## config.mk

```make
export PLATFORM = sky130hd
export DESIGN_NAME = mem_port_arbiter_flat
export DESIGN_NICKNAME = d
export VERILOG_FILES = /design/src/rtl/mem_arb_pkg.sv /design/src/rtl/mem_port_arbiter_if.sv /design/src/rtl/wait_timer.sv /design/src/rtl/mem_port_arbiter.sv /design/src/flat_wrapper.sv
export SDC_FILE = /design/constraint.sdc
export NUM_CORES = 1
export LEC_CHECK = 0
export CAP_MARGIN = 10
export CORE_MARGIN = 2
export CORE_UTILIZATION = 35
export CTS_CLUSTER_SIZE = 30
export DETAILED_ROUTE_END_ITERATION = 6
export PLACE_DENSITY = 0.7
export SETUP_SLACK_MARGIN = 0.02
export SLEW_MARGIN = 40
export SYNTH_ARGS = -nofsm -noshare
export SYNTH_HDL_FRONTEND = slang
export SYNTH_SLANG_ARGS = --single-unit
```

## constraint.sdc

```tcl
create_clock -name clk -period 2.3 [get_ports clk]
set_input_delay 0.46 -clock clk [delete_from_list [all_inputs] [get_ports clk]]
set_output_delay 0.46 -clock clk [all_outputs]
set_load 0.1 [all_outputs]
```

## src/rtl/mem_arb_pkg.sv

```systemverilog
// Shared constants for the instruction/data memory port arbiter: FSM encoding and default sizes.
package mem_arb_pkg;

    localparam int ADDR_W_DEF   = 32;
    localparam int DATA_W_DEF   = 32;
    localparam int MAX_WAIT_DEF = 255;

    localparam logic [1:0] ST_IDLE  = 2'd0;
    localparam logic [1:0] ST_FETCH = 2'd1;
    localparam logic [1:0] ST_DATA  = 2'd2;
    localparam logic [1:0] ST_DRAIN = 2'd3;

    // Any state other than IDLE has a memory access outstanding.
    function automatic logic is_busy(input logic [1:0] st);
        return st != ST_IDLE;
    endfunction

endpackage

```

## src/rtl/mem_port_arbiter_if.sv

```systemverilog
// Single-ported memory bus: the arbiter drives the request side, the memory answers with ack/rdata.
interface mem_port_arbiter_if
    import mem_arb_pkg::*;
#(
    parameter int ADDR_W = ADDR_W_DEF,
    parameter int DATA_W = DATA_W_DEF
) ();

    logic              mem_req;
    logic              mem_we;
    logic [ADDR_W-1:0] mem_adr;
    logic [DATA_W-1:0] mem_wdata;
    logic [DATA_W-1:0] mem_rdata;
    logic              mem_ack;

    modport master (
        output mem_req, mem_we, mem_adr, mem_wdata,
        input  mem_rdata, mem_ack
    );

    modport slave (
        input  mem_req, mem_we, mem_adr, mem_wdata,
        output mem_rdata, mem_ack
    );

endinterface

```

## src/rtl/wait_timer.sv

```systemverilog
// Saturating wait counter; expired flags the MAX_WAIT-th enabled cycle since the last clear.
module wait_timer #(
    parameter int MAX_WAIT = 255
) (
    input  logic clk,
    input  logic rst,
    input  logic clr,
    input  logic en,
    output logic expired
);

    localparam int                CNT_W    = $clog2(MAX_WAIT + 1);
    localparam logic [CNT_W-1:0]  CNT_MAX  = CNT_W'(MAX_WAIT);
    localparam logic [CNT_W-1:0]  CNT_LAST = CNT_W'(MAX_WAIT - 1);

    logic [CNT_W-1:0] cnt_q;
    logic [CNT_W-1:0] cnt_d;

    always_comb begin
        cnt_d = cnt_q;
        if (clr) begin
            cnt_d = '0;
        end else if (en && (cnt_q != CNT_MAX)) begin
            cnt_d = cnt_q + CNT_W'(1);
        end
    end

    always_ff @(posedge clk or negedge rst) begin
        if (!rst) begin
            cnt_q <= '0;
        end else begin
            cnt_q <= cnt_d;
        end
    end

    assign expired = en && (cnt_q >= CNT_LAST);

endmodule

```

## src/rtl/mem_port_arbiter.sv

```systemverilog
// Arbitrates fetch and data ports onto one variable-latency memory; data wins ties, flushed
// fetches are drained silently, and stuck accesses are aborted after MAX_WAIT cycles.
module mem_port_arbiter
    import mem_arb_pkg::*;
#(
    parameter int ADDR_W   = ADDR_W_DEF,
    parameter int DATA_W   = DATA_W_DEF,
    parameter int MAX_WAIT = MAX_WAIT_DEF
) (
    input  logic              clk,
    input  logic              rst,

    input  logic              if_req,
    input  logic [ADDR_W-1:0] if_adr,
    input  logic              if_flush,
    output logic              if_done,
    output logic [DATA_W-1:0] if_rdata,

    input  logic              d_req,
    input  logic              d_we,
    input  logic [ADDR_W-1:0] d_adr,
    input  logic [DATA_W-1:0] d_wdata,
    output logic              d_done,
    output logic [DATA_W-1:0] d_rdata,

    output logic              stall,
    output logic              bus_err,

    mem_port_arbiter_if.master mem
);

    logic [1:0]        state_q,     state_d;
    logic              mem_req_q,   mem_req_d;
    logic              mem_we_q,    mem_we_d;
    logic [ADDR_W-1:0] mem_adr_q,   mem_adr_d;
    logic [DATA_W-1:0] mem_wdata_q, mem_wdata_d;
    logic              if_done_q,   if_done_d;
    logic              d_done_q,    d_done_d;
    logic [DATA_W-1:0] if_rdata_q,  if_rdata_d;
    logic [DATA_W-1:0] d_rdata_q,   d_rdata_d;
    logic              bus_err_q,   bus_err_d;

    logic grant;
    logic timer_en;
    logic timed_out;

    assign timer_en = is_busy(state_q);

    wait_timer #(.MAX_WAIT(MAX_WAIT)) u_wait_timer (
        .clk     (clk),
        .rst     (rst),
        .clr     (grant),
        .en      (timer_en),
        .expired (timed_out)
    );

    always_comb begin
        state_d     = state_q;
        mem_req_d   = mem_req_q;
        mem_we_d    = mem_we_q;
        mem_adr_d   = mem_adr_q;
        mem_wdata_d = mem_wdata_q;
        if_done_d   = 1'b0;
        d_done_d    = 1'b0;
        if_rdata_d  = if_rdata_q;
        d_rdata_d   = d_rdata_q;
        bus_err_d   = bus_err_q;
        grant       = 1'b0;

        case (state_q)
            ST_IDLE: begin
                // The done cycle is a bubble: the requester still holds req for one more cycle.
                if (!if_done_q && !d_done_q) begin
                    if (d_req) begin
                        grant       = 1'b1;
                        state_d     = ST_DATA;
                        mem_req_d   = 1'b1;
                        mem_we_d    = d_we;
                        mem_adr_d   = d_adr;
                        mem_wdata_d = d_wdata;
                    end else if (if_req && !if_flush) begin
                        grant       = 1'b1;
                        state_d     = ST_FETCH;
                        mem_req_d   = 1'b1;
                        mem_we_d    = 1'b0;
                        mem_adr_d   = if_adr;
                        mem_wdata_d = '0;
                    end
                end
            end

            ST_FETCH: begin
                if (if_flush) begin
                    // An ack in the flush cycle already finished the access, so skip DRAIN.
                    if (mem.mem_ack) begin
                        state_d   = ST_IDLE;
                        mem_req_d = 1'b0;
                    end else if (timed_out) begin
                        state_d   = ST_IDLE;
                        mem_req_d = 1'b0;
                        bus_err_d = 1'b1;
                    end else begin
                        state_d   = ST_DRAIN;
                    end
                end else if (mem.mem_ack) begin
                    state_d    = ST_IDLE;
                    mem_req_d  = 1'b0;
                    if_done_d  = 1'b1;
                    if_rdata_d = mem.mem_rdata;
                end else if (timed_out) begin
                    state_d    = ST_IDLE;
                    mem_req_d  = 1'b0;
                    bus_err_d  = 1'b1;
                    if_done_d  = 1'b1;
                    if_rdata_d = '0;
                end
            end

            ST_DATA: begin
                if (mem.mem_ack) begin
                    state_d   = ST_IDLE;
                    mem_req_d = 1'b0;
                    mem_we_d  = 1'b0;
                    d_done_d  = 1'b1;
                    if (!mem_we_q) begin
                        d_rdata_d = mem.mem_rdata;
                    end
                end else if (timed_out) begin
                    state_d   = ST_IDLE;
                    mem_req_d = 1'b0;
                    mem_we_d  = 1'b0;
                    bus_err_d = 1'b1;
                    d_done_d  = 1'b1;
                    d_rdata_d = '0;
                end
            end

            ST_DRAIN: begin
                if (mem.mem_ack) begin
                    state_d   = ST_IDLE;
                    mem_req_d = 1'b0;
                end else if (timed_out) begin
                    state_d   = ST_IDLE;
                    mem_req_d = 1'b0;
                    bus_err_d = 1'b1;
                end
            end

            default: begin
                state_d   = ST_IDLE;
                mem_req_d = 1'b0;
                mem_we_d  = 1'b0;
            end
        endcase
    end

    always_ff @(posedge clk or negedge rst) begin
        if (!rst) begin
            state_q     <= ST_IDLE;
            mem_req_q   <= 1'b0;
            mem_we_q    <= 1'b0;
            mem_adr_q   <= '0;
            mem_wdata_q <= '0;
            if_done_q   <= 1'b0;
            d_done_q    <= 1'b0;
            if_rdata_q  <= '0;
            d_rdata_q   <= '0;
            bus_err_q   <= 1'b0;
        end else begin
            state_q     <= state_d;
            mem_req_q   <= mem_req_d;
            mem_we_q    <= mem_we_d;
            mem_adr_q   <= mem_adr_d;
            mem_wdata_q <= mem_wdata_d;
            if_done_q   <= if_done_d;
            d_done_q    <= d_done_d;
            if_rdata_q  <= if_rdata_d;
            d_rdata_q   <= d_rdata_d;
            bus_err_q   <= bus_err_d;
        end
    end

    assign mem.mem_req   = mem_req_q;
    assign mem.mem_we    = mem_we_q;
    assign mem.mem_adr   = mem_adr_q;
    assign mem.mem_wdata = mem_wdata_q;

    assign if_done  = if_done_q;
    assign d_done   = d_done_q;
    assign if_rdata = if_rdata_q;
    assign d_rdata  = d_rdata_q;
    assign bus_err  = bus_err_q;

    // Gated by reset so the pipeline is released the moment reset asserts.
    assign stall = rst & ((d_req & ~d_done_q)
                        | (if_req & ~if_flush & ~if_done_q)
                        | (state_q == ST_DRAIN));

endmodule
```

## src/flat_wrapper.sv

```systemverilog
// flat-port wrapper written by rule: the top's interface ports become plain ports
module mem_port_arbiter_flat import mem_arb_pkg::*;
#(
    parameter int ADDR_W   = ADDR_W_DEF,
    parameter int DATA_W   = DATA_W_DEF,
    parameter int MAX_WAIT = MAX_WAIT_DEF
)
  (clk, rst, if_req, if_adr, if_flush, if_done, if_rdata, d_req, d_we, d_adr, d_wdata, d_done, d_rdata, stall, bus_err, mem_mem_req, mem_mem_we, mem_mem_adr, mem_mem_wdata, mem_mem_rdata, mem_mem_ack);
  mem_port_arbiter_if #(.ADDR_W(ADDR_W), .DATA_W(DATA_W)) mem_i ();
  input  logic clk;
  input  logic rst;
  input  logic if_req;
  input  logic [ADDR_W-1:0] if_adr;
  input  logic if_flush;
  output logic if_done;
  output logic [DATA_W-1:0] if_rdata;
  input  logic d_req;
  input  logic d_we;
  input  logic [ADDR_W-1:0] d_adr;
  input  logic [DATA_W-1:0] d_wdata;
  output logic d_done;
  output logic [DATA_W-1:0] d_rdata;
  output logic stall;
  output logic bus_err;
  output wire logic [$bits(mem_i.mem_req)-1:0] mem_mem_req;
  output wire logic [$bits(mem_i.mem_we)-1:0] mem_mem_we;
  output wire logic [$bits(mem_i.mem_adr)-1:0] mem_mem_adr;
  output wire logic [$bits(mem_i.mem_wdata)-1:0] mem_mem_wdata;
  input wire logic [$bits(mem_i.mem_rdata)-1:0] mem_mem_rdata;
  input wire logic [$bits(mem_i.mem_ack)-1:0] mem_mem_ack;
  assign mem_mem_req = mem_i.mem_req;
  assign mem_mem_we = mem_i.mem_we;
  assign mem_mem_adr = mem_i.mem_adr;
  assign mem_mem_wdata = mem_i.mem_wdata;
  assign mem_i.mem_rdata = mem_mem_rdata;
  assign mem_i.mem_ack = mem_mem_ack;
  mem_port_arbiter #(.ADDR_W(ADDR_W), .DATA_W(DATA_W), .MAX_WAIT(MAX_WAIT)) u_core (.clk(clk), .rst(rst), .if_req(if_req), .if_adr(if_adr), .if_flush(if_flush), .if_done(if_done), .if_rdata(if_rdata), .d_req(d_req), .d_we(d_we), .d_adr(d_adr), .d_wdata(d_wdata), .d_done(d_done), .d_rdata(d_rdata), .stall(stall), .bus_err(bus_err), .mem(mem_i));
endmodule
```

==> results.toml <==
[status]
status = "completed"

[cts]
cts_sinks = 143
path_clk_slew_ns = 0.06
cts_setup_buffers = 0
cts.htree.levels = 4
cts_tree = "done"
clk_path_buf_depth = 2
cts_resized = 0
clk_latency_ns = 0.42
cts_buffers = 17
cts_root_buffer = "clkbuf_16"
cts_hold_buf = 0

[critical_path]
path_cells = "clkdlybuf4s50_1 -> nor2b_1 -> a222oi_1 -> nor2b_2 -> buf_12"
regToRegEndpoint = "u_core.d_rdata[14]"
crit_end = "stall"
critical_path_buf_inv_count = 2
endpoint_kind = "output port"
slowest_delay_ns = 0.50
start_kind = "input port"
critical_path.top_delay_family = "buffers and inverters"
r2r-start = "u_core.u_wait_timer.cnt_q[0]"
slowest_stage = "clkdlybuf4s50_1"
crit_arrival_ns = 1.61
critPathKind = "input port to output port"
path_depth = 5
crit_required_ns = 1.84
reg2reg_setup_slack_ns = 0.44
cp_max_fo = 3
reg2reg_depth = 7
setup.worst_path.start = "if_flush"

[floorplanning]
die_area_sq_mm = 0.0172
start_util_pct = 35.7
die_h_um = 131
rows = 46
io_pins = 269
design.core.area_sq_mm = 0.0158
die_w_um = 131

[timing]
tns_ns = 0
skew_ns = 0.0145
fmax_ghz = 0.483
maxSlewViolCount = 0
fin_ws_ns = 0.230
setup_viol = 0
worst_pin_slew_ns = 0.426
max-slew-margin-rel_pct = 71.6
finalHoldViolations = 0
fin_crit_sh_pct = 90.0
period_needed_ns = 2.07
hold_slack_ns = 0.0320
rsz0062_at_grt = "no"

[cells_and_area]
diodes = 0
area_growth_pct = 57.8
final_cells = 933
drive_above_1_share_pct = 26.5
nNetsFinal = 841

[yosys]
synthArstFlopShare_pct = 100
synthFlopType = "dfrtp_1"
synth_top_family_by_area = "compound AO/OA/AOI/OAI gates"
synth_seq_cells = 143
synth_enable_flop_cells = 0
synth_cell_type_count = 41
synth_commonest_cells = "143 x dfrtp_1, 96 x a22o_1, 38 x nand2_1, 34 x o21ai_0, 32 x mux2i_1"
yosys.area.top_type_share_pct = 63.3
yosysTopAreaCell = "dfrtp_1"
synth_nets = 575
synth_cells = 438
synth-simple-area-share_pct = 5.82
synth_mux_area_share_pct = 5.67
synth.most_common_cell = "dfrtp_1"
syn_area_sq_mm = 0.00565
synth_compound_area_share_pct = 21.1
synth_xor_area_share_pct = 0.155
synth_area_leaders = "dfrtp_1 63%, a22o_1 15%, mux2i_1 5.7%"
yosysSeqAreaShare_pct = 63.3
synthAdderAreaFrac_pct = 0.443
yosysWarnings = 0
synth_area_per_cell_sq_um = 12.9

[global_routing]
grt_pass1_vias = 4657
antenna_found_initial = 0
grt_remaining_overflow = 0
grt_usage_pct = 18.4
grt_pass1_wl_mm = 24.3
grt_start_max_net_pins = 144

[flow_run]
maxCapViolations = 0

[detailed_routing]
drc = 0
drtAntennaViolNets = 0
routed_wl_mm = 16.2
vias = 4598
avgRoutedWirePerCell_um = 17.3
drt-initial-drc-count = 228
viasPerCell = 4.93
dr.pass1.iters = 4

[placed_design]
preCtsSetupSlack_ns = 0.234
globalplace.congestion = 0.789
dp_hpwl_mm = 11.5
dp.cells = 900
io_buffers = 268

[min_path]
min_path_type = "input port to async pin"
[layer usage]
metal	wire length [um]	vias to the layer above	GRT usage (%)
met5	0	-	0
met4	245	0	6.20
met2	7660	232	29.4
li1	-	2158	-
met3	1640	15	7.39
met1	6630	2193	22.8
[worst min path at each step]
| stage | startpoint | endpoint | slack [ns] | cells after the start |
|---|---|---|---|---|
| finish | rst | u_core.d_rdata[28] | 0.03 | 2 |
| CTS | rst | u_core.if_done | 0.22 | 2 |
| floorplan | rst | u_core.bus_err | 0.16 | 0 |
| global placement | u_core.bus_err | u_core.bus_err | 0.45 | 1 |
| global route | rst | u_core.d_rdata[28] | 0.03 | 2 |
| detailed placement | u_core.bus_err | u_core.bus_err | 0.47 | 1 |
[cell usage in the layout, fill, tap and decap left out, types with 2 or more instances in the layout]
cell and n:
o21a_1 3, nor2b_1 2, ha_1 2, mux2i_1 32
o21bai_2 2, inv_8 2, nand3_1 4, nor2b_2 2
nand2_1 38, o21ai_0 34, a311oi_1 2, and2_1 3
dfrtp_1 143, clkbuf_16 17, inv_1 4, a21oi_1 4
a22o_1 96, inv_6 3, nor2_1 11, clkdlybuf4s50_1 132
clkinvlp_4 2, bufinv_16 4, buf_4 139, buf_12 6
o2111ai_1 2, clkinv_4 2
[kinds of logic (layout without fill, tap and decap cells)]
| kind of cell | Yosys count | count (layout) |
|---|---|---|
| fa+ha+maj | 2 | 2 |
| compound gates | 154 | 154 |
| simple gates | 69 | 69 |
| buf+inv | 37 | 316 |
| mux | 32 | 32 |
| xor+xnor | 1 | 1 |
| flops | 143 | 143 |
[worst reg2reg max path, cell delays in order (launching register included)]
cell and delay, ns:
dfrtp_1 0.40, inv_1 0.06, ha_1 0.18, o211ai_1 0.33, nor3_2 0.09, o21bai_2 0.14, buf_4 0.36, a22o_1 0.23
[state kept, by name, indices dropped and copies added (netlist names)]
| signal | count |
|---|---|
| u_core.if_rdata | 32 |
| u_core.d_done | 1 |
| u_core.if_done | 1 |
| u_core.u_wait_timer.cnt_q | 8 |
| u_core.mem.mem_req | 1 |
| u_core.mem.mem_adr | 32 |
| u_core.state_q | 2 |
| u_core.bus_err | 1 |
| u_core.mem.mem_we | 1 |
| u_core.mem.mem_wdata | 32 |
| u_core.d_rdata | 32 |
[area by class of cell]
cell class / instances / area (sq um)
multi-input cells: 258 / 1890
fillers: 1297 / 6910
repair buffers: 280 / 2530
clock buffers: 18 / 429
well taps: 216 / 270
clock inverters: 14 / 206
flip-flops and latches: 143 / 3580
inverters: 4 / 15.0
[stage by stage]
stage               util, %  area [sq um]
floorplan                 -          5660
global placement       52.2          8260
CTS                    56.2          8890
finish                 56.4          8920
detailed placement     52.2          8260
global route           56.4          8920
Power is not shown: default switching activity piles up to over one toggle a cycle in this logic, so the estimate is an artifact.
